<file path="src/rtl/bus_lane_packer_pkg.sv">
// Shared types and helpers for the bus lane packer: FSM states, lane
// placement and the width of the lane counter.
package bus_pack_pkg;

  typedef enum logic [0:0] {
    FILL = 1'b0,
    HOLD = 1'b1
  } state_e;

  function automatic int lane_index(input int k, input int ratio, input bit msb_first);
    if (msb_first) begin
      return ratio - 1 - k;
    end else begin
      return k;
    end
  endfunction

  // Counter must represent 0..ratio inclusive (ratio = full word waiting).
  function automatic int count_width(input int ratio);
    return $clog2(ratio + 1);
  endfunction

endpackage

</file>
<file path="src/rtl/bus_lane_packer_insert.sv">
// Combinational lane writer: drops one narrow beat into the selected lane
// of a wide word and sets the matching mask bit.
module bus_lane_insert
  import bus_pack_pkg::*;
#(
  parameter int IN_W  = 4,
  parameter int RATIO = 4,
  parameter int LW    = $clog2(RATIO)
) (
  input  logic [IN_W*RATIO-1:0] word_i,
  input  logic [RATIO-1:0]      mask_i,
  input  logic [LW-1:0]         lane_i,
  input  logic [IN_W-1:0]       beat_i,
  output logic [IN_W*RATIO-1:0] word_o,
  output logic [RATIO-1:0]      mask_o
);

  // Overwrite only the addressed lane; all other lanes pass through.
  always_comb begin
    word_o = word_i;
    mask_o = mask_i;
    for (int l = 0; l < RATIO; l++) begin
      if (lane_i == LW'(l)) begin
        word_o[l*IN_W +: IN_W] = beat_i;
        mask_o[l]              = 1'b1;
      end else begin
        word_o[l*IN_W +: IN_W] = word_i[l*IN_W +: IN_W];
        mask_o[l]              = mask_i[l];
      end
    end
  end

endmodule

</file>
<file path="src/rtl/bus_lane_packer.sv">
// Packs RATIO narrow beats into one wide word with valid/ready on both sides,
// flush of partial words with a lane mask, and a single output holding register.
module bus_lane_packer
  import bus_pack_pkg::*;
#(
  parameter int IN_W      = 4,
  parameter int RATIO     = 4,
  parameter int MSB_FIRST = 0
) (
  input  logic                         clk,
  input  logic                         rst_n,
  input  logic [IN_W-1:0]              in_data,
  input  logic                         in_valid,
  output logic                         in_ready,
  input  logic                         flush,
  output logic [IN_W*RATIO-1:0]        out_data,
  output logic [RATIO-1:0]             out_mask,
  output logic                         out_valid,
  input  logic                         out_ready,
  output logic [$clog2(RATIO+1)-1:0]   count
);

  localparam int OUT_W = IN_W * RATIO;
  localparam int CW    = count_width(RATIO);
  localparam int LW    = $clog2(RATIO);

  if (RATIO < 2 || IN_W < 1) begin : g_bad_params
    $error("bus_lane_packer: RATIO must be >= 2 and IN_W >= 1");
  end

  state_e             state_q, state_d;
  logic [OUT_W-1:0]   acc_q, acc_d;
  logic [RATIO-1:0]   acc_mask_q, acc_mask_d;
  logic [CW-1:0]      count_q, count_d;
  logic [OUT_W-1:0]   out_data_q, out_data_d;
  logic [RATIO-1:0]   out_mask_q, out_mask_d;
  logic               out_valid_q, out_valid_d;

  logic               in_fire_s, out_fire_s, slot_free_s, close_s;
  logic [LW-1:0]      lane_s;
  logic [OUT_W-1:0]   ins_word_s, new_word_s, load_word_s;
  logic [RATIO-1:0]   ins_mask_s, new_mask_s, load_mask_s;
  logic               load_s;

  assign in_fire_s   = in_valid & in_ready;
  assign out_fire_s  = out_valid_q & out_ready;
  assign slot_free_s = ~out_valid_q | out_ready;
  assign lane_s      = LW'(lane_index(int'(count_q), RATIO, MSB_FIRST != 0));

  // The word closes on the last lane, or on a flush that has something to send.
  assign close_s = (in_fire_s && (count_q == CW'(RATIO - 1))) ||
                   (flush && ((count_q != {CW{1'b0}}) || in_fire_s));

  bus_lane_insert #(
    .IN_W  (IN_W),
    .RATIO (RATIO),
    .LW    (LW)
  ) u_insert (
    .word_i (acc_q),
    .mask_i (acc_mask_q),
    .lane_i (lane_s),
    .beat_i (in_data),
    .word_o (ins_word_s),
    .mask_o (ins_mask_s)
  );

  assign new_word_s = in_fire_s ? ins_word_s : acc_q;
  assign new_mask_s = in_fire_s ? ins_mask_s : acc_mask_q;

  // State register.
  always_ff @(posedge clk or negedge rst_n) begin
    if (!rst_n) begin
      state_q <= FILL;
    end else begin
      state_q <= state_d;
    end
  end

  // Next-state logic.
  always_comb begin
    state_d = state_q;
    case (state_q)
      FILL: begin
        if (close_s && !slot_free_s) begin
          state_d = HOLD;
        end else begin
          state_d = FILL;
        end
      end
      HOLD: begin
        if (slot_free_s) begin
          state_d = FILL;
        end else begin
          state_d = HOLD;
        end
      end
      default: state_d = FILL;
    endcase
  end

  // FSM-driven output: beats accepted only while filling.
  always_comb begin
    in_ready = 1'b0;
    case (state_q)
      FILL:    in_ready = 1'b1;
      HOLD:    in_ready = 1'b0;
      default: in_ready = 1'b0;
    endcase
  end

  // Accumulator and output-register next values.
  always_comb begin
    acc_d       = acc_q;
    acc_mask_d  = acc_mask_q;
    count_d     = count_q;
    load_s      = 1'b0;
    load_word_s = acc_q;
    load_mask_s = acc_mask_q;
    case (state_q)
      FILL: begin
        if (close_s) begin
          if (slot_free_s) begin
            load_s      = 1'b1;
            load_word_s = new_word_s;
            load_mask_s = new_mask_s;
            acc_d       = {OUT_W{1'b0}};
            acc_mask_d  = {RATIO{1'b0}};
            count_d     = {CW{1'b0}};
          end else begin
            acc_d      = new_word_s;
            acc_mask_d = new_mask_s;
            count_d    = count_q + CW'(in_fire_s);
          end
        end else if (in_fire_s) begin
          acc_d      = new_word_s;
          acc_mask_d = new_mask_s;
          count_d    = count_q + CW'(1);
        end else begin
          count_d = count_q;
        end
      end
      HOLD: begin
        if (slot_free_s) begin
          load_s     = 1'b1;
          acc_d      = {OUT_W{1'b0}};
          acc_mask_d = {RATIO{1'b0}};
          count_d    = {CW{1'b0}};
        end else begin
          count_d = count_q;
        end
      end
      default: begin
        count_d = count_q;
      end
    endcase

    out_data_d  = out_data_q;
    out_mask_d  = out_mask_q;
    out_valid_d = out_valid_q;
    if (load_s) begin
      out_data_d  = load_word_s;
      out_mask_d  = load_mask_s;
      out_valid_d = 1'b1;
    end else if (out_fire_s) begin
      out_valid_d = 1'b0;
    end else begin
      out_valid_d = out_valid_q;
    end
  end

  // Datapath registers; a reset discards any partial word.
  always_ff @(posedge clk or negedge rst_n) begin
    if (!rst_n) begin
      acc_q       <= {OUT_W{1'b0}};
      acc_mask_q  <= {RATIO{1'b0}};
      count_q     <= {CW{1'b0}};
      out_data_q  <= {OUT_W{1'b0}};
      out_mask_q  <= {RATIO{1'b0}};
      out_valid_q <= 1'b0;
    end else begin
      acc_q       <= acc_d;
      acc_mask_q  <= acc_mask_d;
      count_q     <= count_d;
      out_data_q  <= out_data_d;
      out_mask_q  <= out_mask_d;
      out_valid_q <= out_valid_d;
    end
  end

  assign out_data  = out_data_q;
  assign out_mask  = out_mask_q;
  assign out_valid = out_valid_q;
  assign count     = count_q;

endmodule

</file>
<file path="config.mk">
export PLATFORM = sky130hd
export DESIGN_NAME = bus_lane_packer
export DESIGN_NICKNAME = d
export VERILOG_FILES = /design/src/rtl/bus_lane_packer_pkg.sv /design/src/rtl/bus_lane_packer_insert.sv /design/src/rtl/bus_lane_packer.sv
export SDC_FILE = /design/constraint.sdc
export NUM_CORES = 1
export LEC_CHECK = 0
export BUFFER_PORTS_ARGS = -buffer_cell sky130_fd_sc_hd__buf_4
export CORE_MARGIN = 5
export CORE_UTILIZATION = 57
export DETAILED_ROUTE_END_ITERATION = 16
export GPL_ROUTABILITY_DRIVEN = 1
export GPL_TIMING_DRIVEN = 0
export PLACE_DENSITY = 0.89
export SKIP_LAST_GASP = 1
export SLEW_MARGIN = 20
export SYNTH_ARGS = -nofsm -noshare
export SYNTH_HDL_FRONTEND = slang
export SYNTH_HIERARCHICAL = 1
export SYNTH_SLANG_ARGS = --single-unit
</file>
<file path="constraint.sdc">
create_clock -name clk -period 2.4 [get_ports clk]
set_input_delay 0.36 -clock clk [delete_from_list [all_inputs] [get_ports clk]]
set_output_delay 0.36 -clock clk [all_outputs]
set_load 0.005 [all_outputs]
</file>
Word-level counts from Yosys, hierarchy flattened
Cells that the tools add are included.
{"block": "word_totals", "elab_cells": 70, "out_inout_bits": 25, "regBits": 45, "in_bits": 9}
{"block": "op_classes", "n_addsub": 2, "n_eq_ne": 6, "mux": 40, "n_bitwise": 5, "reduce_logical": 10}
{"operator": "$mux W16", "n": 8}
{"operator": "$mux W4", "n": 12}
{"operator": "$pmux W16 S2", "n": 1}
{"operator": "$mux W3", "n": 4}
{"operator": "$mux W1", "n": 10}
{"operator": "$pmux W4 S2", "n": 1}
{"operator": "$pmux W1 S2", "n": 3}
{"operator": "$pmux W3 S2", "n": 1}
{"operator": "$eq A2 B2 Y1 const B", "n": 2}
{"operator": "$add A3 B1 Y3", "n": 1}
{"operator": "$add A3 B1 Y3 const B", "n": 1}
{"operator": "$eq A3 B2 Y1 const B", "n": 1}
{"operator": "$logic_and A1 B1 Y1", "n": 3}
{"operator": "$ne A3 B3 Y1 const B", "n": 1}
{"operator": "$reduce_bool A3 Y1", "n": 1}
{"operator": "$and A1 B1 Y1", "n": 2}
{"operator": "$eq A2 B1 Y1 const B", "n": 1}
{"operator": "$logic_not A2 Y1", "n": 1}
{"operator": "$logic_or A1 B1 Y1", "n": 2}
{"operator": "$ne A2 B1 Y1 const B", "n": 1}
{"operator": "$not A1 Y1", "n": 2}
{"operator": "$reduce_and A2 Y1", "n": 1}
{"operator": "$reduce_bool A2 Y1", "n": 1}
{"operator": "$logic_not A1 Y1", "n": 1}
{"operator": "$or A1 B1 Y1", "n": 1}

Depth between registers and ports, before layout
Gate-level depths: netlist (run 1).
{"block": "depth", "word_depth": 9, "mapped_depth": 8, "mapped_depth_nobuf": 7}

By module
The synthesis (run 1) kept the hierarchy.
{"mod": "bus_lane_packer", "seq_area_each_um2": 1126.1, "instances": 1, "area_each_um2": 2364.8, "cells_per_inst": 209}
{"mod": "bus_lane_insert", "seq_area_each_um2": 0.0, "instances": 1, "area_each_um2": 225.2, "cells_per_inst": 24}

Least setup slack after synthesis (run 1)
No wires, ideal clock.
{"block": "synth_timing", "path_type": "flip-flop to flip-flop", "start": "register count_q[0] (netlist: count[0])", "end": "register out_data_q[10] (netlist: out_data[10])", "period_less_slack_ns": 1.945, "setup_ns": 0.125, "path_buffers": 1, "setup_slack_ns": 0.455, "arrival_ns": 1.820, "required_time_ns": 2.275, "stages_incl_launch_ff": 8, "cell_sequence": "dfrtp_1 ha_1 ha_1 a21oi_1 o21ai_1 and2_1 buf_4 mux2_2"}
{"block": "synth_between", "elab_chain_len": 6, "word_cells_on_any_way": 14, "cone_classes": "eq/ne: 2; mux: 7; reduce/logical: 5"}
{"item": "start, declared", "line_no": "bus_lane_packer.sv:34", "text": "logic [CW-1:0] count_q, count_d;"}
{"item": "start signal, assigned", "line_no": "bus_lane_packer.sv:176", "text": "count_q <= {CW{1'b0}};"}
{"item": "start signal, assigned", "line_no": "bus_lane_packer.sv:183", "text": "count_q <= count_d;"}
{"item": "$eq A2 B2 Y1 / $reduce_bool A3 Y1 (equally long branches)", "line_no": "bus_lane_packer_insert.sv:23, bus_lane_packer.sv:52"}
{"item": "$mux W4 / $logic_or A1 B1 Y1 (equally long branches)", "line_no": "bus_lane_packer_insert.sv:23, bus_lane_packer.sv:52"}
{"item": "$mux W16 / $logic_and A1 B1 Y1 (equally long branches)", "line_no": "bus_lane_packer.sv:67, bus_lane_packer.sv:52"}
{"item": "$mux W16 / $logic_or A1 B1 Y1 (equally long branches)", "line_no": "bus_lane_packer.sv:122, bus_lane_packer.sv:51"}
{"item": "$mux W16 / $mux W1 (equally long branches)", "line_no": "bus_lane_packer.sv:121", "text": "if (close_s) begin"}
{"item": "$mux W16 / $pmux W1 S2 (equally long branches)", "line_no": "bus_lane_packer.sv:119", "text": "case (state_q)"}
{"item": "end signal, assigned", "line_no": "bus_lane_packer.sv:177", "text": "out_data_q <= {OUT_W{1'b0}};"}
{"item": "end signal, assigned", "line_no": "bus_lane_packer.sv:184", "text": "out_data_q <= out_data_d;"}
{"item": "end, declared", "line_no": "bus_lane_packer.sv:35", "text": "logic [OUT_W-1:0] out_data_q, out_data_d;"}
Parallel ways exist; a longest one is shown, timed or not.
A chain may end at the register's enable or synchronous reset.

Final worst setup path (run 1)
{"block": "layout_timing", "start": "register count_q[1] (netlist: count[1])", "end": "register out_data_q[15] (netlist: out_data[15])"}
Same word-level chain as after synthesis.

==> results of run 1 <==
state kept, by name (all words and copies together), names as in the netlist:
name,flops
acc_mask_q,4
acc_q,16
count,3
out_mask,4
out_data,16
out_valid,1
state_q,1
layout make-up:
class                   count  area (um2)
repair buffers             32         240
fillers                   338        1360
clock inverters             2        37.5
plain buffers              17         106
clock buffers               6        82.6
inverters                  15        58.8
multi-input cells         156        1300
well taps                  52        65.1
flip-flops and latches     45        1130
repair_timing:
| action | CTS | global route |
|---|---|---|
| resized for setup | 0 | 2 |
| endpoints found under the setup margin | 0 | 19 |
| hold buffers | 0 | 0 |
layer usage:
| layer | wire length (um) | part of all wire (%) |
|---|---|---|
| met3 | 292 | 4.9 |
| met2 | 2860 | 48 |
| met4 | 170 | 2.8 |
| met1 | 2650 | 44 |
| met5 | 0 | 0 |
per-stage QoR:
| step | area [um2] | std cells | utilization [%] | power (W) |
|---|---|---|---|---|
| floorplan | 2590 | 233 | - | 0.00229 |
| global placement | 2900 | 317 | 66.0 | 0.00282 |
| detailed placement | 2900 | 317 | 66.0 | 0.00288 |
| CTS | 3020 | 325 | 68.8 | 0.00349 |
| global route | 3020 | 325 | 68.9 | 0.00373 |
| finish | 3020 | 325 | 68.9 | 0.00350 |
worst paths after layout:
kind	startpoint	end	slack, ps	cells after the start
worst max-delay path	count[1]	out_data[15]	140	7
worst min-delay path	rst_n	acc_q[13]	50	1
worst max register to register	count[1]	out_data[15]	140	7
worst min register to register	out_data[11]	out_data[11]	510	1
max in group asynchronous	rst_n	count[0]	1940	1
min in group clk	out_ready	state_q	420	3
cells in the mapped netlist (all sizes together):
cell,number
or2,1
nand3b,1
o21ai,3
xor2,1
nor2,7
a32oi,19
and2,2
mux2,34
nand2b,9
and3,1
a31o,1
o31ai,1
o2bb2ai,10
nor3b,1
nor2b,3
mux2i,11
a21oi,25
buf,13
dfrtp,45
nor4b,1
clkbuf,4
a211o,2
a21o,1
nor3,1
nand2,2
ha,5
inv,15
a22o,11
a221o,1
nor4,2
kinds of logic (layout without fill, tap and decap cells):
logic type / after synthesis / in the layout / share of synthesized area, %
flip-flops: 45 / 45 / 43.5
buffers and inverters: 32 / 72 / 6.38
AO/OA/AOI/OAI: 74 / 74 / 21.4
XOR/XNOR: 1 / 1 / 0.338
adder cells (fa/ha/maj): 5 / 5 / 2.42
multiplexers: 45 / 45 / 19.0
AND/OR/NAND/NOR: 31 / 31 / 6.96
power by group:
part           internal (W)  leakage, nW  switching [W]
clock network      0.000339       0.0574       0.000265
logic              0.000848        0.725       0.000796
registers           0.00103        0.564       0.000218
total               0.00222         1.35        0.00128
critical path, delay by kind of cell (launching register included):
kind,cells,cell delay (ps)
buf+inv,1,210
flops,1,520
simple gates,1,220
fa+ha+maj,2,490
mux,1,350
compound gates,2,360
==> results.ini, run 1 <==
[drt]
vias=2036
totalWireLength_mm=5.97
drt_iter0_markers=208
dr.pass1.iters=4
wl_per_cell_um=18.4
drc=0
via_per_inst=6.26
antenna_left=0

[cts]
clk_latency_ps=300
cts_root_buf=clkbuf_8
clk_path_buf_depth=2
htreeDepth=2
numCtsBuffers=5
clkTransAtPathRegs_ps=80
cts_tree=yes
clock_sinks=45
cts_setup_buffers=0

[timing]
post-route-period-util_pct=94.3
skew_ps=8.60
holdWs_ps=45.8
setup_viol=0
rsz0062_at_grt=no
fmax_mhz=442
tightest_slew_ps=570
setup_tns_ps=0
hold_viol=0
min_period_ps=2260
final_max_slew_viol_count=0
slew_headroom_pct=62.0
setup_ws_ps=138

[placement]
dp_hpwl_mm=4.05
routabilityCongestion=0.850
place_ws_ps=65.6
io_buffer_count=32

[finish]
final_cell_mix=44 x dfrtp_1, 35 x buf_4, 34 x mux2_2
drive_above_1_share_pct=34.4
antennaDiodeCount=0
nets=286
areaGrowthSynthToFinish_pct=16.6
final_common_cell=dfrtp_1

[outcome]
outcome=completed

[synthesis]
ys_warn_count=6
ys_ff_latch=45
syn_area_mm2=0.00259
synth.area.top_cells=dfrtp_1 43%, mux2_2 15%, a32oi_1 6.4%
yosysUniqueCellTypes=34
synthCells=233
yosysSeqAreaShare_pct=43.5
yosysTopAreaCell=dfrtp_1
synth_top_cell_area_share_pct=43.5
syn_nets=247
syn_avg_cell_area_um2=11.1

[power]
p_leak_nw=1.35
ir_worst_vdd_uv=598
pwr_density_cell_mw_per_mm2=1160

[grt]
grt_usage_pct=20.5
grt_pass1_wl_mm=9.87
grt_pass1_vias=2015
met1_usage_pct=27.4
grt_max_degree=46
met3_usage_pct=4.17
grtUsageMet2_pct=32.5
antenna_found_initial=0
grt-ovfl-total=0
grt.busiest_layer=met2

[setup_path]
cp.arrival_ps=2450
cpMostUsedCell=ha_1
slowest_stage=dfrtp_1
crit_path_max_fanout=10
path_class=reg2reg
worstSetupStartpointType=flip-flop
crit_path_cell_trace=ha_1 > ha_1 > a21oi_1 > o21ai_2 > and2_1 > buf_4 > mux2_2
cpPeakStageDelay_ps=520
crit_path_end_kind=flip-flop
crit_required_ps=2590

[die]
rows=24
fp.dieH_um=77.4
ios=34
coreArea_mm2=0.00438
initial_core_util_pct=59.1
dieArea_mm2=0.00599
die_w_um=77.4

[hold_path]
hp-class=in2async

[run]
cap_violations=0

No activity file was read; power rests on OpenSTA's default activity.
==> run 2: changes to the inputs <==
GPL_TIMING_DRIVEN = not set   (was 0)
==> results.ini, run 2 (same netlist as run 1, synthesis figures left out) <==
[timing]
fmax_mhz=464  ; +4.9%
tightest_slew_ps=561  ; -9.32 ps
skew_ps=8.64  ; +0.0345 ps
setup_tns_ps=0  ; unchanged
min_period_ps=2160  ; -106 ps
hold_viol=0  ; unchanged
post-route-period-util_pct=89.8  ; -4.4 points
slew_headroom_pct=62.6  ; +0.62 points
setup_viol=0  ; unchanged
final_max_slew_viol_count=0  ; unchanged
rsz0062_at_grt=no

[die]
dieArea_mm2=0.00599  ; unchanged
coreArea_mm2=0.00438  ; unchanged
rows=24  ; unchanged
ios=34  ; unchanged
die_w_um=77.4  ; unchanged
initial_core_util_pct=59.1  ; unchanged
fp.dieH_um=77.4  ; unchanged

[grt]
grt_pass1_wl_mm=10.2  ; +3.7%
grt_max_degree=46  ; unchanged
antenna_found_initial=0  ; unchanged
grt-ovfl-total=0  ; unchanged
grt_pass1_vias=2115  ; +5.0%
grtUsageMet2_pct=33.0  ; +0.51 points
met3_usage_pct=4.63  ; +0.46 points
grt.busiest_layer=met2
grt_usage_pct=20.9  ; +0.47 points
met1_usage_pct=28.6  ; +1.3 points

[placement]
io_buffer_count=33  ; +3.1%
dp_hpwl_mm=3.96  ; -2.2%
routabilityCongestion=0.868  ; +2.2%
dp_cells=312  ; -1.6%

[cts]
cts_setup_buffers=0  ; unchanged
cts_hold_buffers=0  ; unchanged
cts_resized=0  ; unchanged
clkTransAtPathRegs_ps=90  ; about the same
numCtsBuffers=5  ; unchanged
clk_path_buf_depth=2  ; unchanged
htreeDepth=2  ; unchanged
cts_tree=yes
cts_root_buf=clkbuf_8
clk_latency_ps=310  ; about the same
clock_sinks=45  ; unchanged

[finish]
final_common_cell=dfrtp_1
final_cells=320  ; -1.5%
seq_area_mm2=0.00113  ; -0.11%
final_core_util_pct=67.6  ; -1.3 points
nets=281  ; -1.7%
areaGrowthSynthToFinish_pct=14.3
multi_input_area_mm2=0.00130  ; -0.29%
final_cell_mix=45 x dfrtp_1, 44 x buf_4, 34 x mux2_2
fill_cells=350  ; +3.6%
drive_above_1_share_pct=33.6  ; -0.85 points
antennaDiodeCount=0  ; unchanged

[power]
power.share.switching_pct=37.8  ; +1.2 points
clock_power_share_pct=14.1  ; -3.2 points
p_total_w=0.00334  ; -4.6%
p_leak_nw=1.33  ; -1.5%
pwr-share-comb_pct=48.8  ; +1.8 points
net-switching-power_w=0.00126  ; -1.5%
p_int_w=0.00208  ; -6.4%
seq_power_share_pct=37.1  ; +1.4 points
pwr_density_cell_mw_per_mm2=1130  ; -2.7%
ir_worst_vdd_uv=560  ; -6.3%

[drt]
drt_iter0_markers=149  ; -28%
vias=2009  ; -1.3%
via_per_inst=6.28  ; +0.22%
antenna_left=0  ; unchanged
wl_per_cell_um=18.3  ; -0.16%
dr.pass1.iters=4  ; unchanged
drc=0  ; unchanged
totalWireLength_mm=5.87  ; -1.7%

[setup_path]
crit_path_max_fanout=15  ; +5
crit_family=flip-flops
cpMostUsedCell=ha_1
crit_path_cell_trace=ha_1 > ha_1 > a21oi_1 > o21ai_1 > and2_1 > buf_4 > mux2_2
cp.arrival_ps=2340  ; -110 ps
worstSetupStartpointType=flip-flop
crit_required_ps=2590  ; about the same
crit_path_end_kind=flip-flop
slowest_stage=dfrtp_1
crit_buf_inv=1  ; unchanged
path_class=reg2reg
cpPeakStageDelay_ps=500  ; -20 ps

[run]
cap_violations=0  ; unchanged

[hold_path]
hp-class=in2async

[outcome]
outcome=completed

## run 2: layout make-up
| class | count | share of cell area [%] |
|---|---|---|
| clock buffer | 6 | 2.45 |
| clock inverter | 2 | 0.338 |
| inverter | 15 | 1.99 |
| multi-input combinational | 156 | 43.9 |
| sequential | 45 | 38.0 |
| tap | 52 | 2.20 |
| timing repair buffer | 44 | 11.2 |
## run 2: power by group through the flow
stage          Sequential [W]  Clock (W)  Combinational, W
6_report              0.00124   0.000469           0.00163
5_1_grt               0.00129   0.000510           0.00179
4_1_cts               0.00124   0.000473           0.00163
3_5_place_dp          0.00125          0           0.00163
3_3_place_gp          0.00123          0           0.00158
2_1_floorplan         0.00123          0           0.00106
## run 2: final timing paths
check,startpoint,end,slack (ps),depth (start not counted)
worst max-delay path,count[1],out_data[15],240,7
worst min-delay path,rst_n,out_data[8],50,1
worst max register to register,count[1],out_data[15],240,7
worst min register to register,out_data[13],out_data[13],520,1
max in group asynchronous,rst_n,out_data[11],1980,1
min in group clk,in_data[0],acc_q[4],480,3
## run 2: through the flow
step	cell area, um2	worst slack [ps]	hold slack [ps]
after floorplan	2590	455	64.4
after global placement	2880	418	393
after detailed placement	2880	297	397
after CTS	2960	277	65.1
after global routing	2960	41.1	91.6
final	2960	244	48.9
## run 2: layer usage
metal	share of wire [%]	vias up
li1	-	943
met1	45	1014
met2	50	43
met3	3.5	9
met4	1.4	0
met5	0	-
==> run 3: changes to the inputs <==
CORE_UTILIZATION = 40   (was 57)
PLACE_DENSITY = 0.69   (was 0.89)
clock period = 2.2 ns   (was 2.4 ns; I/O delays follow)
==> results.ini, run 3 (same netlist as run 1, synthesis figures left out) <==
[outcome]
outcome=completed

[placement]
dp_cells=342  ; +9.6%
io_buffer_count=33  ; unchanged
dp_hpwl_mm=4.07  ; +2.7%
routabilityCongestion=0.780  ; -10%
placed_area_mm2=0.00296  ; +2.8%

[timing]
skew_ps=4.66  ; -3.98 ps
holdWs_ps=30.4  ; -18.5 ps
rsz0062_at_grt=no
setup_tns_ps=0  ; unchanged
final_max_slew_viol_count=0  ; unchanged
fmax_mhz=483  ; +4.1%
post-route-period-util_pct=94.2  ; +4.3 points
slew_headroom_pct=57.7  ; -5.0 points
hold_viol=0  ; unchanged
setup_viol=0  ; unchanged
tightest_slew_ps=635  ; +74.6 ps
min_period_ps=2070  ; -84.1 ps

[die]
rows=29  ; +21%
fp.dieH_um=90.5  ; +17%
coreArea_mm2=0.00631  ; +44%
initial_core_util_pct=41.0  ; -18 points
ios=34  ; unchanged
die_w_um=90.5  ; +17%
dieArea_mm2=0.00818  ; +37%

[setup_path]
worstSetupStartpointType=flip-flop
crit_required_ps=2360  ; -230 ps
cp-startpoint=count[0]
crit_buf_inv=1  ; unchanged
crit_path_cell_trace=buf_4 > nor2_1 > mux2_2 > mux2_2 > a32oi_1 > a21oi_1
cpPeakStageDelay_ps=410  ; -90 ps
cp.arrival_ps=2230  ; -110 ps
reg2reg_from=count[0]
crit_path_max_fanout=8  ; -7
path_class=reg2reg
cpMostUsedCell=mux2_2
crit_family=multiplexers
crit_path_end_kind=flip-flop
slowest_stage=dfrtp_1

[drt]
dr.pass1.iters=4  ; unchanged
via_per_inst=5.68  ; -9.6%
antenna_left=0  ; unchanged
wl_per_cell_um=17.5  ; -4.5%
drc=0  ; unchanged
totalWireLength_mm=6.11  ; +4.1%
vias=1981  ; -1.4%
drt_iter0_markers=126  ; -15%

[finish]
areaGrowthSynthToFinish_pct=18.3
final_cells=349  ; +9.1%
final_cell_mix=48 x buf_4, 45 x dfrtp_1, 34 x mux2_2
drive_above_1_share_pct=34.9  ; +1.3 points
final_core_util_pct=48.5  ; -19 points
final_common_cell=buf_4
antennaDiodeCount=0  ; unchanged
nets=286  ; +1.8%
design_area_mm2=0.00306  ; +3.5%

[power]
ir_worst_vdd_uv=492  ; -12%
pwr_density_cell_mw_per_mm2=1240  ; +9.6%
p_leak_nw=1.37  ; +3.0%

[cts]
cts_tree=yes
cts_setup_buffers=0  ; unchanged
htreeDepth=2  ; unchanged
cts_resized=0  ; unchanged
clkTransAtPathRegs_ps=80  ; about the same
clock_sinks=45  ; unchanged
cts_hold_buffers=0  ; unchanged
numCtsBuffers=5  ; unchanged
clk_latency_ps=300  ; about the same
clk_path_buf_depth=2  ; unchanged
cts_root_buf=clkbuf_8

[run]
cap_violations=0  ; unchanged

[grt]
grt_pass1_wl_mm=10.6  ; +3.5%
grt_pass1_vias=2117  ; +0.095%
grt_usage_pct=15.7  ; -5.3 points
grt_max_degree=46  ; unchanged
antenna_found_initial=0  ; unchanged
grt-ovfl-total=0  ; unchanged

[hold_path]
hp-class=in2async

[run 3: cell types whose count changed in the layout (fill, tap and decap cells not counted), sizes merged]
cell / before / now
clkbuf: 6 / 5
bufinv: 0 / 1
clkinv: 2 / 1
buf: 44 / 49
[run 3: worst paths after layout]
path,end,slack (ps),cells past startpoint
setup / recovery,out_data[1],130,6
hold / removal,out_data[13],30,1
setup reg to reg,out_data[1],130,6
hold reg to reg,out_data[13],510,1
max in group asynchronous,acc_mask_q[0],1770,1
min in group clk,acc_q[4],450,3
[run 3: cell type report]
type,count,area (um2)
sequential,45,1130
inverter,15,58.8
tap,77,96.3
clock buffer,5,68.8
clock inverter,2,35.0
fill,606,3250
timing repair buffer,49,380
multi-input combinational,156,1300
[run 3: stage by stage]
stage               power, W  setup WS [ps]
floorplan            0.00250            255
global placement     0.00316            217
detailed placement   0.00319            184
CTS                  0.00382            145
global route         0.00408           15.0
finish               0.00379            128
[run 3: where the power goes]
part	leakage, nW	total [W]	internal [W]	switching [W]
Clock	0.0540	0.000612	0.000330	0.000282
Sequential	0.565	0.00132	0.00112	0.000200
Combinational	0.746	0.00185	0.000957	0.000892
Total	1.37	0.00379	0.00241	0.00137
[run 3: per-layer routing]
layer / vias up / global-route usage [%] / share of wire [%]
met5: - / 0 / 0
met4: 0 / 6.08 / 1.2
met3: 9 / 3.25 / 5.5
met2: 56 / 25.1 / 48
met1: 963 / 20.6 / 45
li1: 953 / - / -
[run 3: worst reg2reg max path: cells and delay by family, from the launching register on]
family          cells  cell delay, ps
flops               1             410
compound gates      2             300
mux                 2             660
simple gates        1             400
buf+inv             1             170
